**src/rtl/seg7_pkg.sv**
```systemverilog
// Shared definitions for the 7-segment scan driver: active-low segment
// codes (bit order {g,f,e,d,c,b,a}), blink phase type and a width helper.
package seg7_pkg;

    localparam int SEG_W = 7;

    localparam logic [SEG_W-1:0] SEG_0     = 7'h40;
    localparam logic [SEG_W-1:0] SEG_1     = 7'h79;
    localparam logic [SEG_W-1:0] SEG_2     = 7'h24;
    localparam logic [SEG_W-1:0] SEG_3     = 7'h30;
    localparam logic [SEG_W-1:0] SEG_4     = 7'h19;
    localparam logic [SEG_W-1:0] SEG_5     = 7'h12;
    localparam logic [SEG_W-1:0] SEG_6     = 7'h02;
    localparam logic [SEG_W-1:0] SEG_7     = 7'h78;
    localparam logic [SEG_W-1:0] SEG_8     = 7'h00;
    localparam logic [SEG_W-1:0] SEG_9     = 7'h10;
    localparam logic [SEG_W-1:0] SEG_A     = 7'h08;
    localparam logic [SEG_W-1:0] SEG_B     = 7'h03;
    localparam logic [SEG_W-1:0] SEG_C     = 7'h46;
    localparam logic [SEG_W-1:0] SEG_D     = 7'h21;
    localparam logic [SEG_W-1:0] SEG_E     = 7'h06;
    localparam logic [SEG_W-1:0] SEG_F     = 7'h0E;
    localparam logic [SEG_W-1:0] SEG_BLANK = 7'h7F;

    // Half of the blink cycle currently in effect.
    typedef enum logic {
        BLINK_OFF = 1'b0,
        BLINK_ON  = 1'b1
    } blink_ph_e;

    // Counter width for 0..n-1, never narrower than one bit.
    function automatic int clog2_min1(input int n);
        return (n > 1) ? $clog2(n) : 1;
    endfunction

endpackage

```
**src/rtl/seg7_scan_driver_if.sv**
```systemverilog
// Display data / pin bundle between the time-keeping logic (master) and the
// scan driver (slave). Pin outputs are active-low.
interface seg7_scan_driver_if #(
    parameter int N_DIG = 8,
    parameter int BW    = 3
);
    logic [7*N_DIG-1:0] SEG;
    logic [N_DIG-1:0]   DOT;
    logic [N_DIG-1:0]   BLANK;
    logic [N_DIG-1:0]   BLINK;
    logic [BW-1:0]      BRIGHT;
    logic               UPD;
    logic [N_DIG-1:0]   AN;
    logic [6:0]         C;
    logic               DP;
    logic               FRAME;

    modport master (
        output SEG, DOT, BLANK, BLINK, BRIGHT, UPD,
        input  AN, C, DP, FRAME
    );

    modport slave (
        input  SEG, DOT, BLANK, BLINK, BRIGHT, UPD,
        output AN, C, DP, FRAME
    );
endinterface

```
**src/rtl/seg7_scan_timer.sv**
```systemverilog
// Scan timebase: per-slot phase counter, digit index, frame-end strobe and
// blink phase that toggles every BLINK_FRAMES frames.
module seg7_scan_timer
    import seg7_pkg::*;
#(
    parameter int N_DIG        = 8,
    parameter int SCAN_W       = 17,
    parameter int BLINK_FRAMES = 64,
    parameter int IDX_W        = clog2_min1(N_DIG)
) (
    input  logic              clk_i,
    input  logic              rst_i,
    output logic [SCAN_W-1:0] phase_o,
    output logic [IDX_W-1:0]  idx_o,
    output logic              frame_end_o,
    output blink_ph_e         blink_o
);

    localparam int              FC_W     = clog2_min1(BLINK_FRAMES);
    localparam logic [IDX_W-1:0] LAST_IDX = IDX_W'(N_DIG - 1);
    localparam logic [FC_W-1:0]  LAST_FC  = FC_W'(BLINK_FRAMES - 1);

    logic [SCAN_W-1:0] phase_q;
    logic [IDX_W-1:0]  idx_q;
    logic [FC_W-1:0]   fcnt_q;
    blink_ph_e         blink_q;
    logic              frame_end;

    // Last cycle of the last digit slot: the only point where frames hand over.
    assign frame_end = (&phase_q) && (idx_q == LAST_IDX);

    // Advance phase every cycle, digit on phase wrap, blink counter on frame end.
    always_ff @(posedge clk_i) begin
        if (rst_i) begin
            phase_q <= '0;
            idx_q   <= '0;
            fcnt_q  <= '0;
            blink_q <= BLINK_ON;
        end else begin
            // NOTE: non-blocking assignments so every register samples the pre-edge values of the others.
            phase_q <= phase_q + SCAN_W'(1);
            if (&phase_q) begin
                idx_q <= (idx_q == LAST_IDX) ? '0 : idx_q + IDX_W'(1);
            end
            if (frame_end) begin
                if (fcnt_q == LAST_FC) begin
                    fcnt_q  <= '0;
                    blink_q <= (blink_q == BLINK_ON) ? BLINK_OFF : BLINK_ON;
                end else begin
                    fcnt_q <= fcnt_q + FC_W'(1);
                end
            end
        end
    end

    assign phase_o     = phase_q;
    assign idx_o       = idx_q;
    assign frame_end_o = frame_end;
    assign blink_o     = blink_q;

endmodule

```
**src/rtl/seg7_scan_driver.sv**
```systemverilog
// Multiplexed N-digit 7-segment scan driver. Display data is double-buffered
// (shadow -> live at frame end) so a frame is never torn; each slot opens with
// a guard band of dark cycles and brightness is a PWM on the slot's top phase bits.
module seg7_scan_driver
    import seg7_pkg::*;
#(
    parameter int N_DIG        = 8,
    parameter int SCAN_W       = 17,
    parameter int BW           = 3,
    parameter int GUARD        = 4,
    parameter int BLINK_FRAMES = 64
) (
    input  logic              CP_100MHz,
    input  logic              CLR,
    seg7_scan_driver_if.slave bus
);

    localparam int                IDX_W    = clog2_min1(N_DIG);
    localparam logic [SCAN_W-1:0] GUARD_PH = SCAN_W'(GUARD);

    logic [SCAN_W-1:0] phase;
    logic [IDX_W-1:0]  idx;
    logic              frame_end;
    blink_ph_e         blink_ph;

    logic [N_DIG-1:0][SEG_W-1:0] shadow_seg_q, live_seg_q;
    logic [N_DIG-1:0]            shadow_dot_q, live_dot_q;
    logic [N_DIG-1:0]            shadow_blank_q, live_blank_q;
    logic [N_DIG-1:0]            shadow_blink_q, live_blink_q;
    logic                        pending_q;

    logic                        lit;
    logic                        bright_ok;
    logic [N_DIG-1:0]            an_d, an_q;
    logic [SEG_W-1:0]            c_d, c_q;
    logic                        dp_d, dp_q;
    logic                        frame_q;

    seg7_scan_timer #(
        .N_DIG        (N_DIG),
        .SCAN_W       (SCAN_W),
        .BLINK_FRAMES (BLINK_FRAMES),
        .IDX_W        (IDX_W)
    ) u_timer (
        .clk_i       (CP_100MHz),
        .rst_i       (CLR),
        .phase_o     (phase),
        .idx_o       (idx),
        .frame_end_o (frame_end),
        .blink_o     (blink_ph)
    );

    // Update handshake: UPD loads the shadow; a pending shadow moves to live at
    // frame end unless a new UPD lands on that same cycle.
    always_ff @(posedge CP_100MHz) begin
        if (CLR) begin
            // NOTE: shadow/live are reset on purpose so the display is dark until the first commit.
            shadow_seg_q   <= {N_DIG{SEG_BLANK}};
            shadow_dot_q   <= '0;
            shadow_blank_q <= '1;
            shadow_blink_q <= '0;
            live_seg_q     <= {N_DIG{SEG_BLANK}};
            live_dot_q     <= '0;
            live_blank_q   <= '1;
            live_blink_q   <= '0;
            pending_q      <= 1'b0;
        end else if (bus.UPD) begin
            shadow_seg_q   <= bus.SEG;
            shadow_dot_q   <= bus.DOT;
            shadow_blank_q <= bus.BLANK;
            shadow_blink_q <= bus.BLINK;
            pending_q      <= 1'b1;
        end else if (frame_end && pending_q) begin
            live_seg_q   <= shadow_seg_q;
            live_dot_q   <= shadow_dot_q;
            live_blank_q <= shadow_blank_q;
            live_blink_q <= shadow_blink_q;
            pending_q    <= 1'b0;
        end
    end

    // Lit decision for the current slot and the pin values that follow from it.
    always_comb begin
        // NOTE: every output gets a default first so no path leaves it unassigned (no latch).
        an_d      = '1;
        c_d       = SEG_BLANK;
        dp_d      = 1'b1;
        bright_ok = (bus.BRIGHT == '1) || (phase[SCAN_W-1 -: BW] < bus.BRIGHT);
        lit       = (phase >= GUARD_PH) && bright_ok && !live_blank_q[idx]
                    && !(live_blink_q[idx] && (blink_ph == BLINK_OFF));
        if (lit) begin
            an_d[idx] = 1'b0;
            c_d       = live_seg_q[idx];
            dp_d      = ~live_dot_q[idx];
        end
    end

    // Register all pins so they are glitch-free at the board.
    always_ff @(posedge CP_100MHz) begin
        if (CLR) begin
            an_q    <= '1;
            c_q     <= SEG_BLANK;
            dp_q    <= 1'b1;
            frame_q <= 1'b0;
        end else begin
            an_q    <= an_d;
            c_q     <= c_d;
            dp_q    <= dp_d;
            frame_q <= frame_end;
        end
    end

    assign bus.AN    = an_q;
    assign bus.C     = c_q;
    assign bus.DP    = dp_q;
    assign bus.FRAME = frame_q;

endmodule

```
**src/flat_wrapper.sv**
```systemverilog
// flat-port wrapper written by rule: the top's interface ports become plain ports
module seg7_scan_driver_flat import seg7_pkg::*;
#(
    parameter int N_DIG        = 8,
    parameter int SCAN_W       = 17,
    parameter int BW           = 3,
    parameter int GUARD        = 4,
    parameter int BLINK_FRAMES = 64
)
  (CP_100MHz, CLR, bus_SEG, bus_DOT, bus_BLANK, bus_BLINK, bus_BRIGHT, bus_UPD, bus_AN, bus_C, bus_DP, bus_FRAME);
  seg7_scan_driver_if #(.N_DIG(N_DIG), .BW(BW)) bus_i ();
  input  logic CP_100MHz;
  input  logic CLR;
  input wire logic [$bits(bus_i.SEG)-1:0] bus_SEG;
  input wire logic [$bits(bus_i.DOT)-1:0] bus_DOT;
  input wire logic [$bits(bus_i.BLANK)-1:0] bus_BLANK;
  input wire logic [$bits(bus_i.BLINK)-1:0] bus_BLINK;
  input wire logic [$bits(bus_i.BRIGHT)-1:0] bus_BRIGHT;
  input wire logic [$bits(bus_i.UPD)-1:0] bus_UPD;
  output wire logic [$bits(bus_i.AN)-1:0] bus_AN;
  output wire logic [$bits(bus_i.C)-1:0] bus_C;
  output wire logic [$bits(bus_i.DP)-1:0] bus_DP;
  output wire logic [$bits(bus_i.FRAME)-1:0] bus_FRAME;
  assign bus_i.SEG = bus_SEG;
  assign bus_i.DOT = bus_DOT;
  assign bus_i.BLANK = bus_BLANK;
  assign bus_i.BLINK = bus_BLINK;
  assign bus_i.BRIGHT = bus_BRIGHT;
  assign bus_i.UPD = bus_UPD;
  assign bus_AN = bus_i.AN;
  assign bus_C = bus_i.C;
  assign bus_DP = bus_i.DP;
  assign bus_FRAME = bus_i.FRAME;
  seg7_scan_driver #(.N_DIG(N_DIG), .SCAN_W(SCAN_W), .BW(BW), .GUARD(GUARD), .BLINK_FRAMES(BLINK_FRAMES)) u_core (.CP_100MHz(CP_100MHz), .CLR(CLR), .bus(bus_i));
endmodule
```
**config.mk**
```make
export PLATFORM = sky130hd
export DESIGN_NAME = seg7_scan_driver_flat
export DESIGN_NICKNAME = d
export VERILOG_FILES = /design/src/rtl/seg7_pkg.sv /design/src/rtl/seg7_scan_driver_if.sv /design/src/rtl/seg7_scan_timer.sv /design/src/rtl/seg7_scan_driver.sv /design/src/flat_wrapper.sv
export SDC_FILE = /design/constraint.sdc
export NUM_CORES = 1
export LEC_CHECK = 0
export ABC_AREA = 0
export CAP_MARGIN = 10
export CELL_PAD_IN_SITES_DETAIL_PLACEMENT = 1
export CELL_PAD_IN_SITES_GLOBAL_PLACEMENT = 1
export CORE_MARGIN = 2
export CORE_UTILIZATION = 40
export CTS_CLUSTER_DIAMETER = 100
export DETAILED_ROUTE_END_ITERATION = 7
export GPL_ROUTABILITY_DRIVEN = 0
export PLACE_DENSITY = 0.76
export SYNTH_ARGS = -nofsm -noshare
export SYNTH_HDL_FRONTEND = slang
export SYNTH_HIERARCHICAL = 1
export SYNTH_SLANG_ARGS = --single-unit
```
**constraint.sdc**
```tcl
create_clock -name CP_100MHz -period 4.51 [get_ports CP_100MHz]
set_input_delay 0.902 -clock CP_100MHz [delete_from_list [all_inputs] [get_ports CP_100MHz]]
set_output_delay 0.902 -clock CP_100MHz [all_outputs]
set_load 0.03 [all_outputs]
```
==> metrics.csv <==
stage,metric,value,unit
grt,gr ovfl total,0,
yosys,synth cell count leaders,"205 x dfxtp_1, 176 x nand2_1, 74 x nor2b_1",
yosys,ys async rst share,0,%
worst_setup_path,"slowest stage delay, CP",0.48,ns
worst_setup_path,FF-to-FF End,u_core/live_seg_q[36],
clock_tree,Clock Sinks,205,
yosys,synth warn,6,
sta,Rel. slew slack,33.7,%
routing,Antenna Nets Post-Route,0,
run,max cap viols,0,
pwr,power share of the clock group,47.3,%
placed_design,# placed instances,1207,
floorplan,die height,148,um
yosys,Synth Register Bits,205,
sta,final hold vios,0,
worst_setup_path,worst path buffer plus inverter count,3,
sta,Final Max Tran Viols,0,
layout,n_diodes,0,
floorplan,DIE WIDTH,148,um
min_path,hold path depth,2,
clock_tree,Skew-Pair Late Insertion Delay,0.50,ns
yosys,number of distinct library cells after synthesis,52,
layout,fin cells,1248,
placed_design,I/O Buffers,102,
pwr,Pwr per Cell Area,392,nW/um2
worst_setup_path,crit end category,flip-flop,
yosys,Synth area leader,dfxtp_1,
pwr,Pleak,4.05,nW
routing,vias per cell,5.17,
floorplan,area of the core,20400,um2
worst_setup_path,crit-path cells,"nand3_1, nor2_1, and3_1, ha_1, nand2_1, inv_1, inv_1, nor3b_2, buf_12, nor2_1, a211o_1",
grt,largest net degree at the start of global routing,94,
yosys,Netlist Area Pre-Place,8350,um2
worst_setup_path,slowest CP cell,nor3b_2,
routing,Remaining DRCs,0,
grt,initial antenna violation count,0,
min_path,Hold Path End,u_core/live_blink_q[0],
worst_setup_path,critical path class,flip-flop to flip-flop,
grt,Overall Global Routing Usage,18.8,%
clock_tree,clk root buf,clkbuf_16,
layout,layout cell share with drive strength beyond 1,7.77,%
floorplan,Rows,52,
clock_tree,CTS H-tree depth,1,
layout,Syn-to-layout area delta,22.7,%
min_path,HP Class,flip-flop to flip-flop,
sta,Final period util,72.5,%
yosys,Synthesized Nets,988,
yosys,most common cell in the netlist,dfxtp_1,
status,run status,"finished, final reports clean",
routing,violation count after the first detailed-route iteration,297,
routing,top layer in use,met4,
worst_setup_path,register-to-register setup slack,1.24,ns
sta,Tmin final,3.27,ns
sta,Final setup viols,0,
clock_tree,worst-case clock buffer depth,3,
sta,clock skew,0.00790,ns
layout,fin util,50.3,%
clock_tree,PostCTS Resize Cnt,0,
sta,Post-Route Setup TNS,0,ns
clock_tree,# hold bufs at CTS,0,
grt,vias in the first global route,6491,
routing,vias,6452,
sta,Worst-Margin Slew,0.994,ns
clock_tree,CTS tree,yes,
pwr,VDD IR max,0.251,mV
sta,Peak Freq,306,MHz
yosys,top_reg_cell synth,dfxtp_1,
pwr,Net Sw Frac,21.5,%
worst_setup_path,"Req. time, crit path",4.90,ns
worst_setup_path,"delay-heaviest family, CP",simple AND/OR/NAND/NOR gates,
routing,Post-Route WL,20800,um
worst_setup_path,peak fanout along the critical path,76,
floorplan,die area,22000,um2
grt,first-pass GRT wire length,33700,um
yosys,top cell type's share of synthesized area,49.2,%
pwr,Internal,3.15,mW
yosys,synth top area cells,"dfxtp_1 49%, nand2_1 7.9%, a211o_1 6.8%",
pwr,Comb power frac,5.6,%
worst_setup_path,cells on worst reg2reg path,11,
layout,Layout Nets,1055,
worst_setup_path,CP Data Arrival Time,3.66,ns
yosys,register area share after synthesis,49.2,%
worst_setup_path,CP Launch Type,flip-flop,
worst_setup_path,launch point of the worst reg-to-reg path,u_core/u_timer/phase_o[5],
sta,RSZ-0062 raised after global routing,false,
min_path,hold path start,u_core/live_blink_q[0],
routing,met1 WL,9230,um
placed_design,hpwl dp,13200,um
routing,Pre-antenna DRT Iters,4,
yosys,Synth Area per Inst,9.32,um2
routing,DR WL met3,844,um
clock_tree,total CTS buffers,23,
yosys,number of synthesized flops with an enable pin,0,
floorplan,# IOs,103,
sta,worst hold margin,0.457,ns
pwr,reported net switching power,0.865,mW
clock_tree,"Reg clk slew, reported paths",0.06,ns
clock_tree,post-CTS setup buffer count,0,
pwr,"Power, Total",4.02,mW
floorplan,Initial Utilization,41.0,%
routing,routed length per instance,16.7,um
routing,met2 wire length,10300,um
yosys,Cells after Synth,895,
pwr,Flop pwr share,47.1,%
==> per-stage QoR <==
step / area (um2) / worst slack (ns)
6_report: 10200 / 1.24
5_1_grt: 10200 / 0.961
4_1_cts: 10200 / 1.28
3_5_place_dp: 9470 / 1.28
3_3_place_gp: 9470 / 1.35
2_1_floorplan: 8350 / 2.07
==> area by class of cell <==
cell class | count | area, um2
well taps | 270 | 338
clock inverters | 12 | 144
multi-input cells | 610 | 3890
repair buffers | 110 | 1090
clock buffers | 29 | 628
inverters | 12 | 45.0
flip-flops and latches | 205 | 4100
fillers | 2277 | 10100
==> power by group through the flow <==
stage          clock network, mW  logic, mW  registers (mW)
3_5_place_dp                   0      0.225            1.93
4_1_cts                     1.95      0.227            1.90
5_1_grt                     2.03      0.245            1.90
3_3_place_gp                   0      0.222            1.93
2_1_floorplan                  0      0.129            1.92
6_report                    1.90      0.223            1.89
==> cells in the final DEF, fill, tap and decap left out, types with 12 or more instances in the layout <==
cell	netlist	layout
inv_1	12	12
nand3_1	16	16
a21oi_1	33	33
clkbuf_16	0	23
mux2_2	14	14
a211o_1	65	65
dfxtp_1	205	205
nand3b_1	64	64
clkdlybuf4s50_1	0	100
nor2_1	40	40
mux2i_1	31	31
nand2_1	176	176
nor2b_1	74	74
==> worst reg2reg max path: cells and delay by family (launching register included) <==
family	cells	cell delay [ns]
DFF	1	0.38
buffers and inverters	3	0.54
AOI/OAI and AO/OA	1	0.27
and+or+nand+nor	6	1.64
adders and majority gates	1	0.34
==> how the worst max path moves through the flow <==
stage | depth (start not counted) | endpoint | from
finish | 11 | u_core/live_seg_q[36] | u_core/u_timer/phase_o[5]
CTS | 12 | u_core/live_seg_q[36] | u_core/u_timer/phase_o[0]
global route | 11 | u_core/live_seg_q[36] | u_core/u_timer/phase_o[5]
global placement | 7 | u_core/bus.C[2] | bus_BRIGHT[1]
detailed placement | 12 | u_core/live_seg_q[36] | u_core/u_timer/phase_o[0]
floorplan | 14 | u_core/live_blink_q[2] | u_core/u_timer/phase_o[0]
==> per-layer routing <==
metal | vias up | GRT usage, %
met5 | - | 0
met4 | 0 | 4.14
met3 | 31 | 3.01
met2 | 112 | 32.8
met1 | 3084 | 24.7
li1 | 3225 | -
==> cell families (layout without fill, tap and decap cells) <==
| logic type | Yosys count | count (layout) | synth area share [%] |
|---|---|---|---|
| DFF | 205 | 205 | 49.2 |
| buffers and inverters | 80 | 163 | 4.23 |
| xor gates and xnor gates | 5 | 5 | 0.525 |
| AOI/OAI and AO/OA | 135 | 135 | 12.3 |
| and+or+nand+nor | 413 | 413 | 25.8 |
| adders and majority gates | 7 | 7 | 1.05 |
| muxes | 50 | 50 | 6.96 |
Power figures use the tool's default switching activity.
